`src/rtl/turn_signal_monitor.sv`:
```
// Checking end for the tail-light lamp bus: decodes the two lamp patterns into
// direction/level/sweep count and latches a coded fault on any illegal transition.
// Optional TURN_MON_INPUT_REG_EN adds one register stage on all inputs.
module turn_signal_monitor #(
    parameter int DWELL   = 3,
    parameter int COUNT_W = 8
) (
    input  logic               clk,
    input  logic               reset_n,
    input  logic [2:0]         left_signal,
    input  logic [2:0]         right_signal,
    input  logic               error_in,
    input  logic               clear_fault,
    output logic [1:0]         direction,
    output logic [1:0]         level,
    output logic               hazard,
    output logic               fault,
    output logic [2:0]         fault_code,
    output logic [COUNT_W-1:0] sweep_count
);
    localparam int DW = $clog2(DWELL + 1);
    localparam logic [DW-1:0] DWELL_MAX = DW'(DWELL);

    typedef enum logic [2:0] {
        S_IDLE, S_LEFT_TRK, S_RIGHT_TRK, S_HAZARD, S_FAULT
    } state_t;

    typedef enum logic [2:0] {
        FC_NONE = 3'd0, FC_ENC = 3'd1, FC_BOTH = 3'd2, FC_SIDE = 3'd3,
        FC_SKIP = 3'd4, FC_SHORT = 3'd5, FC_LONG = 3'd6
    } fcode_t;

    logic [2:0] l_sig, r_sig;
    logic       err, clr;

`ifdef TURN_MON_INPUT_REG_EN
    logic [2:0] l_sig_q, r_sig_q;
    logic       err_q, clr_q;
    always_ff @(posedge clk) begin
        if (!reset_n) begin
            l_sig_q <= '0;
            r_sig_q <= '0;
            err_q   <= 1'b0;
            clr_q   <= 1'b0;
        end else begin
            l_sig_q <= left_signal;
            r_sig_q <= right_signal;
            err_q   <= error_in;
            clr_q   <= clear_fault;
        end
    end
    assign l_sig = l_sig_q;
    assign r_sig = r_sig_q;
    assign err   = err_q;
    assign clr   = clr_q;
`else
    assign l_sig = left_signal;
    assign r_sig = right_signal;
    assign err   = error_in;
    assign clr   = clear_fault;
`endif

    // Lamps fill from the inside out, so each side has its own thermometer code
    logic [1:0] l_lvl, r_lvl;
    logic       l_bad, r_bad;
    always_comb begin
        l_bad = 1'b0;
        case (l_sig)
            3'b000:  l_lvl = 2'd0;
            3'b001:  l_lvl = 2'd1;
            3'b011:  l_lvl = 2'd2;
            3'b111:  l_lvl = 2'd3;
            default: begin l_lvl = 2'd0; l_bad = 1'b1; end
        endcase
        r_bad = 1'b0;
        case (r_sig)
            3'b000:  r_lvl = 2'd0;
            3'b100:  r_lvl = 2'd1;
            3'b110:  r_lvl = 2'd2;
            3'b111:  r_lvl = 2'd3;
            default: begin r_lvl = 2'd0; r_bad = 1'b1; end
        endcase
    end

    state_t             state_q, state_d;
    logic [DW-1:0]      dwell_q, dwell_d;
    logic [1:0]         cur_q, cur_d;
    logic [1:0]         prev_q, prev_d;
    logic [1:0]         dir_q, dir_d;
    logic [1:0]         lvl_q, lvl_d;
    logic               haz_q, haz_d;
    logic               fault_q, fault_d;
    logic [2:0]         code_q, code_d;
    logic [COUNT_W-1:0] sweep_q, sweep_d;

    logic [1:0] trk_lvl, oth_lvl;
    fcode_t     viol;

    always_comb begin
        state_d = state_q;
        dwell_d = dwell_q;
        cur_d   = cur_q;
        prev_d  = prev_q;
        dir_d   = dir_q;
        lvl_d   = lvl_q;
        haz_d   = 1'b0;
        fault_d = fault_q;
        code_d  = code_q;
        sweep_d = sweep_q;
        viol    = FC_NONE;
        trk_lvl = (state_q == S_RIGHT_TRK) ? r_lvl : l_lvl;
        oth_lvl = (state_q == S_RIGHT_TRK) ? l_lvl : r_lvl;

        if (state_q == S_FAULT) begin
            if (clr && l_sig == 3'b000 && r_sig == 3'b000) begin
                state_d = S_IDLE;
                fault_d = 1'b0;
                code_d  = FC_NONE;
            end
        end else if (l_bad || r_bad) begin
            viol = FC_ENC;
        end else if (l_lvl != 2'd0 && r_lvl != 2'd0) begin
            viol = FC_BOTH;
        end else if (state_q == S_HAZARD && (l_lvl != 2'd0 || r_lvl != 2'd0)) begin
            viol = FC_BOTH;
        end else if (err) begin
            state_d = S_HAZARD;
            haz_d   = 1'b1;
            dir_d   = 2'b00;
            lvl_d   = 2'd0;
            dwell_d = '0;
            cur_d   = 2'd0;
            prev_d  = 2'd0;
        end else begin
            case (state_q)
                S_IDLE: begin
                    dir_d = 2'b00;
                    lvl_d = 2'd0;
                    if (l_lvl == 2'd1 || r_lvl == 2'd1) begin
                        state_d = (l_lvl == 2'd1) ? S_LEFT_TRK : S_RIGHT_TRK;
                        dir_d   = (l_lvl == 2'd1) ? 2'b01 : 2'b10;
                        lvl_d   = 2'd1;
                        cur_d   = 2'd1;
                        prev_d  = 2'd1;
                        dwell_d = DW'(1);
                    end else if (l_lvl != 2'd0 || r_lvl != 2'd0) begin
                        viol = FC_SKIP;
                    end
                end
                S_HAZARD: begin
                    state_d = S_IDLE;
                    dir_d   = 2'b00;
                    lvl_d   = 2'd0;
                end
                S_LEFT_TRK, S_RIGHT_TRK: begin
                    if (oth_lvl != 2'd0) begin
                        viol = FC_SIDE;
                    end else if (cur_q == 2'd0) begin
                        // single permitted zero cycle between sweeps
                        if (trk_lvl == 2'd0) begin
                            state_d = S_IDLE;
                            dir_d   = 2'b00;
                            lvl_d   = 2'd0;
                            dwell_d = '0;
                            prev_d  = 2'd0;
                        end else if (trk_lvl == 2'd1 && prev_q == 2'd3) begin
                            cur_d   = 2'd1;
                            prev_d  = 2'd1;
                            lvl_d   = 2'd1;
                            dwell_d = DW'(1);
                        end else begin
                            viol = FC_SKIP;
                        end
                    end else if (trk_lvl == cur_q) begin
                        if (dwell_q < DWELL_MAX) dwell_d = dwell_q + DW'(1);
                        else                     viol    = FC_LONG;
                    end else if (trk_lvl != 2'd0 &&
                                 {1'b0, trk_lvl} != {1'b0, cur_q} + 3'd1) begin
                        viol = FC_SKIP;
                    end else if (dwell_q != DWELL_MAX) begin
                        viol = FC_SHORT;
                    end else begin
                        cur_d = trk_lvl;
                        lvl_d = trk_lvl;
                        if (trk_lvl == 2'd0) begin
                            dwell_d = '0;
                            if (cur_q == 2'd3) sweep_d = sweep_q + COUNT_W'(1);
                        end else begin
                            dwell_d = DW'(1);
                            prev_d  = trk_lvl;
                        end
                    end
                end
                default: state_d = S_IDLE;
            endcase
        end

        if (viol != FC_NONE) begin
            state_d = S_FAULT;
            fault_d = 1'b1;
            code_d  = viol;
            dir_d   = 2'b00;
            lvl_d   = 2'd0;
            haz_d   = 1'b0;
            dwell_d = '0;
            cur_d   = 2'd0;
            prev_d  = 2'd0;
        end
    end

    always_ff @(posedge clk) begin
        if (!reset_n) begin
            state_q <= S_IDLE;
            dwell_q <= '0;
            cur_q   <= 2'd0;
            prev_q  <= 2'd0;
            dir_q   <= 2'b00;
            lvl_q   <= 2'd0;
            haz_q   <= 1'b0;
            fault_q <= 1'b0;
            code_q  <= 3'd0;
            sweep_q <= '0;
        end else begin
            state_q <= state_d;
            dwell_q <= dwell_d;
            cur_q   <= cur_d;
            prev_q  <= prev_d;
            dir_q   <= dir_d;
            lvl_q   <= lvl_d;
            haz_q   <= haz_d;
            fault_q <= fault_d;
            code_q  <= code_d;
            sweep_q <= sweep_d;
        end
    end

    assign direction   = dir_q;
    assign level       = lvl_q;
    assign hazard      = haz_q;
    assign fault       = fault_q;
    assign fault_code  = code_q;
    assign sweep_count = sweep_q;
endmodule

```
`config.mk`:
```
export PLATFORM = sky130hd
export DESIGN_NAME = turn_signal_monitor
export DESIGN_NICKNAME = d
export VERILOG_FILES = /design/src/rtl/turn_signal_monitor.sv
export SDC_FILE = /design/constraint.sdc
export NUM_CORES = 1
export LEC_CHECK = 0
export CELL_PAD_IN_SITES_DETAIL_PLACEMENT = 1
export CELL_PAD_IN_SITES_GLOBAL_PLACEMENT = 1
export CORE_ASPECT_RATIO = 0.8
export CORE_MARGIN = 2
export CORE_UTILIZATION = 40
export CTS_BUF_LIST = sky130_fd_sc_hd__clkbuf_8 sky130_fd_sc_hd__clkbuf_16
export DETAILED_ROUTE_END_ITERATION = 10
export PLACE_DENSITY = 0.76
export SYNTH_ARGS = -nofsm -noshare
export SYNTH_HDL_FRONTEND = slang
export SYNTH_SLANG_ARGS = --single-unit
```
`constraint.sdc`:
```
create_clock -name clk -period 5.5 [get_ports clk]
set_clock_uncertainty 0.1 [all_clocks]
set_input_delay 1.1 -clock clk [delete_from_list [all_inputs] [get_ports clk]]
set_output_delay 1.1 -clock clk [all_outputs]
set_load 0.03 [all_outputs]
```
======== Word-level counts from Yosys, hierarchy flattened ========
Cells that the tools add are included.
word-level totals
  output and inout bits ................... 17
  bits in registers ....................... 26
  input port bits ......................... 10
operators by class
  mux-type cells .......................... 81
  $add $sub $neg .......................... 3
  bitwise gates (word level) .............. 11
  reductions and logical operators ........ 37
  equality and inequality tests ........... 48
  $lt $le $gt $ge ......................... 1
operators with widths
  operator                                                                count
  3-bit two-way mux                                                       28
  2-bit two-way mux                                                       36
  4-bit != test (second input constant)                                   10
  5-bit != test (second input constant)                                   8
  2-bit case mux with 3 select lines                                      4
  12-bit AND reduction                                                    2
  8-bit AND reduction                                                     3
  3-bit equality test (second input constant)                             5
  13-bit AND reduction                                                    1
  3-bit != test (second input constant)                                   4
  2-bit case mux with 2 select lines                                      3
  3-bit case mux with 2 select lines                                      2
  2-bit nonzero test                                                      6
  1-bit NOT                                                               11
  11-bit AND reduction                                                    1
  10-bit AND reduction                                                    1
  3-bit by 2-bit equality test with 1-bit output (second input constant)  3
  3-bit logical NOT                                                       3
  3-bit by 2-bit != test with 1-bit output (second input constant)        3
  8-bit by 1-bit adder with 8-bit output (second input constant)          1
  1-bit two-way mux                                                       8
  2-bit != test (second input constant)                                   4
  4-bit OR reduction                                                      2
  2-bit by 1-bit equality test with 1-bit output (second input constant)  3
  other kinds (17)                                                        29

======== Depth between registers and ports, before layout ========
  depth in word-level cells ............... 18
  gate-level depth with buffers ........... 11

======== Least setup slack after synthesis ========
No wires, ideal clock.
  path kind ............................... input port to flip-flop
  start ................................... in right_signal[1]
  end ..................................... reg cur_q[1]
  path slack .............................. 2.284 ns
  stages on the path ...................... 8
  data arrival time ....................... 2.975 ns
  path buffers ............................ 2
  setup time .............................. 0.141 ns
  path through ............................ buf_2 or2_1 a211o_1 a211oi_1 o221ai_1 o211ai_2 buf_4 nor3_1
on the way
  word-level cells in the longest chain between the ends .. 17
  elaborated cells between the ends (all ways) .. 57
  those cells by class .................... 13 x eq/ne; 25 x mux; 3 x bitwise; 16 x reduce/logical
ends and longest elaborated chain
  element                                                           RTL line  text
  start, declared                                                   11        input logic [2:0] right_signal,
  3-bit equality test                                               76        case (r_sig)
  2-bit case mux with 3 select lines                                76
  2-bit two-way mux                                                 111       trk_lvl = (state_q == S_RIGHT_TRK) ? r_lvl : l_lvl;
  2-bit by 3-bit != test with 1-bit output (tied with other cells)  178       {1'b0, trk_lvl} != {1'b0, cur_q} + 3'd1) begin
  1-bit logical AND, on equally long branches                       177, 166
  3-bit two-way mux, on equally long branches                       177, 166
  3-bit two-way mux, on equally long branches                       174, 160
  3-bit two-way mux                                                 158       end else if (cur_q == 2'd0) begin
  3-bit two-way mux                                                 156       if (oth_lvl != 2'd0) begin
  3-bit case mux with 2 select lines                                135       case (state_q)
  3-bit two-way mux                                                 126       end else if (err) begin
  3-bit two-way mux                                                 124       end else if (state_q == S_HAZARD && (l_lvl != 2'd0 || r_lvl != 2'd0)) begin
  3-bit two-way mux                                                 122       end else if (l_lvl != 2'd0 && r_lvl != 2'd0) begin
  3-bit two-way mux                                                 120       end else if (l_bad || r_bad) begin
  3-bit two-way mux                                                 114       if (state_q == S_FAULT) begin
  3-bit nonzero test                                                198       if (viol != FC_NONE) begin
  2-bit OR reduction (no source line)                               -
  end signal, assigned                                              226       cur_q <= cur_d;
  end, declared                                                     87        logic [1:0] cur_q, cur_d;
Parallel ways exist; a longest one is shown, timed or not. The select of a mux whose other input is x is not followed.
A chain may end at the register's enable or synchronous reset.

======== Worst setup path after layout ========
  start ................................... in right_signal[2]
  end ..................................... reg fault_q, in the netlist fault
on the way
  word-level cells in the longest chain between the ends .. 18
  elaborated cells between the ends (all ways) .. 44
  those cells by class .................... 7 x eq/ne; 19 x mux; 18 x reduce/logical
ends and longest elaborated chain
  element                                                           RTL line  text
  3-bit equality test                                               76
  2-bit case mux with 3 select lines                                76
  2-bit two-way mux                                                 111
  2-bit by 3-bit != test with 1-bit output (tied with other cells)  178
  1-bit logical AND, on equally long branches                       177, 166
  3-bit two-way mux, on equally long branches                       177, 166
  3-bit two-way mux, on equally long branches                       174, 160
  3-bit two-way mux                                                 158
  [2 not listed]                                                    -
  3-bit two-way mux                                                 126
  3-bit two-way mux                                                 124
  3-bit two-way mux                                                 122
  3-bit two-way mux                                                 120
  3-bit two-way mux                                                 114
  3-bit nonzero test                                                198
  2-bit nonzero test (no source line)                               -
  2-bit AND reduction (no source line)                              -
  end signal, assigned                                              231       fault_q <= fault_d;
  end, declared                                                     92        logic fault_q, fault_d;
Parallel ways exist; a longest one is shown, timed or not.

==> results by stage <==
Routing:
- After detailed routing, the number of remaining DRC violations is 0.
- The wire length on met3 is roughly 390 um.
- The detailed router placed around 2,200 vias in this run.
- Summed over all nets, wire length on met2 after detailed routing comes to 3070 um.
- After detailed routing, the wire length on met1 is approximately 3700 um.
- The number of nets still failing antenna checks after routing is 0.
- The wire length per cell is approximately 20 um.
- The iteration count of the initial detailed-routing pass is 4.
- Summed over all layers, the routed wires come to 7190 um.
- The violation count after the first detailed-routing iteration is roughly 130.
- The highest signal layer in the routed design is met4.
- Using the TritonRoute via totals, the vias-per-cell ratio works out to between 6 and 7.

Worst setup path:
- The worst register-to-register path ends at fault.
- At the worst endpoint, the required time is about 5.6 ns.
- The element type at the critical path start is an input pin.
- The number of cells on the worst reg-to-reg path is 7.
- The endpoint kind of the worst setup timing path is a flop.
- The worst endpoint data arrival time is 4.31 ns.
- For flop-to-flop paths, the worst setup slack is between 2 and 2.5 ns.
- The category of the most critical setup path is input pin to flop.
- The critical path launch point is right_signal[2].
- The origin of the critical flop-to-flop path is state_q[1].
- In this run the worst path has a maximum fanout of 17.
- In this run the worst setup path terminates at fault.

Timing:
- Setup violations remaining at the end of the flow were counted as 0.
- In the final timing run, aggregate negative setup slack is 0 ns.
- In the finished design, the share of the clock period the worst path needs comes to between 70% and 80%.
- The final hold violation count came to 0.
- The total count of max-transition violations in the final report is 0.
- Measured against its own limit, the worst slew margin works out to a little under two fifths.
- Setup repair after global routing left no endpoint under its margin.
- After layout, the minimum clock period comes to 4.19 ns.
- The highest clock frequency the design can meet is 239 MHz.
- At the pin with the least slew margin, the transition time is ~0.9 ns.

Place:
- The placed wire-length estimate is 5610 um.
- The placer congestion estimate is 0.897.
- In this run, placement finished with an instance count of between 300 and 400.
- The port buffer count is 26.

Clock tree:
- The number of buffers added to fix hold violations after cts is 0.
- The insertion delay of the later-clocked pin in the worst-skew pair is 0.27 ns.
- The clock tree from TritonCTS is built.
- CTS placed an instance of sky130_fd_sc_hd__clkbuf_8 at the clock tree root.
- The post-CTS setup-driven buffer insertion count is 0.
- The number of sinks on the clock net is 26.
- The number of CTS-inserted buffers is 3.
- The number of buffers between clock root and the deepest sink is 2.
- After clock tree synthesis, the clock-pin slew on the worst setup and hold paths is 0.09 ns.
- In this run, post-CTS repair resized a total of 0 instances.
- The H-tree depth is 1.

Yosys:
- The fraction of registers with async set/reset is 0%.
- In the synthesized netlist the dominant register cell turns out to be sky130_fd_sc_hd__dfxtp_1.
- The sequential share of the synthesized area is between 20% and 30%.
- Sorting the synthesized cells by area gives the leading types as sky130_fd_sc_hd__dfxtp_1 23%, sky130_fd_sc_hd__mux2i_1 4.0%, sky130_fd_sc_hd__nor3_2 3.6%.
- The number of nets in the synthesized netlist is between 200 and 300.
- After synthesis the netlist holds a flip-flop and latch count of 26.
- A synthesized cell averages 8.22 sq um.
- The cell area after synthesis is between 0.002 and 0.0025 sq mm.
- Synthesis produced between 200 and 300 cells.
- The number of distinct library cell variants in the gate-level netlist after synthesis is a little over 70.
- The number of enable-type register cells in the synthesized netlist is 0.
- The proportion of netlist area held by the largest area contributor is between 20% and 30%.
- Of all cell types, the one taking the most synthesized area is sky130_fd_sc_hd__dfxtp_1.
- Yosys printed 0 warnings.

Flow run:
- Across the run, the number of max-cap violations was 0.

Global routing:
- The number of global-route vias before repair came to between 2,000 and 2,500.
- Across every metal layer, demand over resource in global routing totals between 20% and 30%.
- Entering global routing, the biggest net connects 23 pins.
- The total overflow left after global routing is 0.
- The initial antenna violation count is 0.
- The first global-routing pass estimated 11,600 um of wire.

Final layout:
- The area growth from synthesis to layout is 14.9%.
- The count of inserted antenna diode cells is 0.
- The layout net count is 297.
- The fraction of layout cells with a size suffix above 1 is a little over a tenth.
- The number of standard cells in the final layout excluding fillers is 360.

Min path:
- The launch instance of the worst min-delay path is fault_code[0].
- The worst hold path was traced through 2 stages.
- In this run the worst hold path is classified as flop to flop.

Floorplanning:
- The effective utilization at floorplan is between 40 and 50%.
- The die is approximately 71 um tall.
- Measured along the x axis, the die boundary spans between 80 and 90 um.
- The total die area is roughly 0.0062 sq mm.
- The core region area is between 0.005 and 0.006 sq mm.
- The count of boundary I/O pins is 27.
- The floorplan has 24 rows.

Power and ir drop:
- The total power consumption of the routed design is approximately 480 uW.
- The power per standard cell area is 188 mW/mm^2.
- Across the VDD grid, the largest voltage drop is between 0.0002 and 0.00025 V.
- The leakage power of the design is 0.858 nW.

Outcome:
- The flow ran to the end, and the final reports show no timing, DRC or antenna violations.
[layout by cell type, fill, tap and decap left out, types with 5 or more instances in the layout]
cell / n
sky130_fd_sc_hd__a211oi_1: 7
sky130_fd_sc_hd__o211ai_1: 6
sky130_fd_sc_hd__nor3_1: 11
sky130_fd_sc_hd__xnor2_1: 5
sky130_fd_sc_hd__and2_1: 5
sky130_fd_sc_hd__dfxtp_1: 26
sky130_fd_sc_hd__nand2_1: 16
sky130_fd_sc_hd__inv_1: 8
sky130_fd_sc_hd__nor2_1: 19
sky130_fd_sc_hd__nor3_2: 8
sky130_fd_sc_hd__clkdlybuf4s50_1: 26
sky130_fd_sc_hd__mux2i_1: 9
sky130_fd_sc_hd__nand3_1: 10
sky130_fd_sc_hd__nand4_1: 8
sky130_fd_sc_hd__a21oi_1: 12
sky130_fd_sc_hd__o21a_1: 8
sky130_fd_sc_hd__o21ai_0: 11
[worst min-delay path by stage]
stage / to / slack [ns]
floorplan: dwell_q[1] / 0.35
global placement: direction[0] / 0.36
detailed placement: direction[0] / 0.38
CTS: fault_code[0] / 0.39
global route: fault_code[0] / 0.42
finish: fault_code[0] / 0.39
[power by group]
part / switching, mW / internal (mW) / leakage (nW)
Sequential: 0.00819 / 0.193 / 0.211
Clock: 0.0615 / 0.0974 / 0.0357
Combinational: 0.0793 / 0.0428 / 0.612
Total: 0.149 / 0.333 / 0.858
[critical path: stages]
cell	delay, ns
sky130_fd_sc_hd__clkdlybuf4s50_1	0.84
sky130_fd_sc_hd__nand2_1	0.19
sky130_fd_sc_hd__a211o_1	0.40
sky130_fd_sc_hd__a211oi_1	0.49
sky130_fd_sc_hd__o221ai_1	0.30
sky130_fd_sc_hd__o211ai_2	0.77
sky130_fd_sc_hd__o21a_1	0.22
[flip-flops by register name, indices dropped and copies added (netlist names)]
signal / cells
direction: 2
fault: 1
state_q: 3
fault_code: 3
cur_q: 2
hazard: 1
sweep_count: 8
prev_q: 2
dwell_q: 2
level: 2
[cell type report]
class | count | area [sq um]
clock buffer | 3 | 41.3
clock inverter | 1 | 30.0
fill | 660 | 2870
inverter | 8 | 30.0
multi-input combinational | 218 | 1590
sequential | 26 | 520
tap | 78 | 97.6
timing repair buffer | 26 | 260
[metal layers]
layer	GRT usage, %	vias to the layer above
met5	0	-
met4	3.76	0
met3	4.55	4
met2	33.8	61
met1	37.1	1107
li1	-	1062
[synth_stat cells, types with 5 or more instances]
master	n
sky130_fd_sc_hd__dfxtp_1	26
sky130_fd_sc_hd__nor2_1	19
sky130_fd_sc_hd__nand2_1	16
sky130_fd_sc_hd__a21oi_1	12
sky130_fd_sc_hd__nor3_1	11
sky130_fd_sc_hd__o21ai_0	11
sky130_fd_sc_hd__clkbuf_1	10
sky130_fd_sc_hd__nand3_1	10
sky130_fd_sc_hd__mux2i_1	9
sky130_fd_sc_hd__buf_2	8
sky130_fd_sc_hd__inv_1	8
sky130_fd_sc_hd__nand4_1	8
sky130_fd_sc_hd__nor3_2	8
sky130_fd_sc_hd__o21a_1	8
sky130_fd_sc_hd__a211oi_1	7
sky130_fd_sc_hd__o211ai_1	6
sky130_fd_sc_hd__and2_1	5
sky130_fd_sc_hd__xnor2_1	5
[cell families after synthesis]
| kind of cell | Yosys count | synth area share [%] |
|---|---|---|
| AOI/OAI and AO/OA | 79 | 27.9 |
| xor gates and xnor gates | 8 | 3.13 |
| adders and majority gates | 4 | 2.24 |
| buffers and inverters | 28 | 5.65 |
| DFF | 26 | 23.3 |
| muxes | 10 | 4.70 |
| and+or+nand+nor | 117 | 33.1 |
[through the flow]
step | area, sq um | setup WS, ns | hold WS, ns | utilization, %
3_3_place_gp | 2500 | 1.14 | 0.360 | 46.0
5_1_grt | 2570 | 1.10 | 0.418 | 47.3
2_1_floorplan | 2240 | 2.28 | 0.354 | -
6_report | 2570 | 1.31 | 0.389 | 47.3
3_5_place_dp | 2500 | 1.05 | 0.380 | 46.0
4_1_cts | 2570 | 1.32 | 0.393 | 47.3
Note: power is estimated with default switching activity, not from simulation.
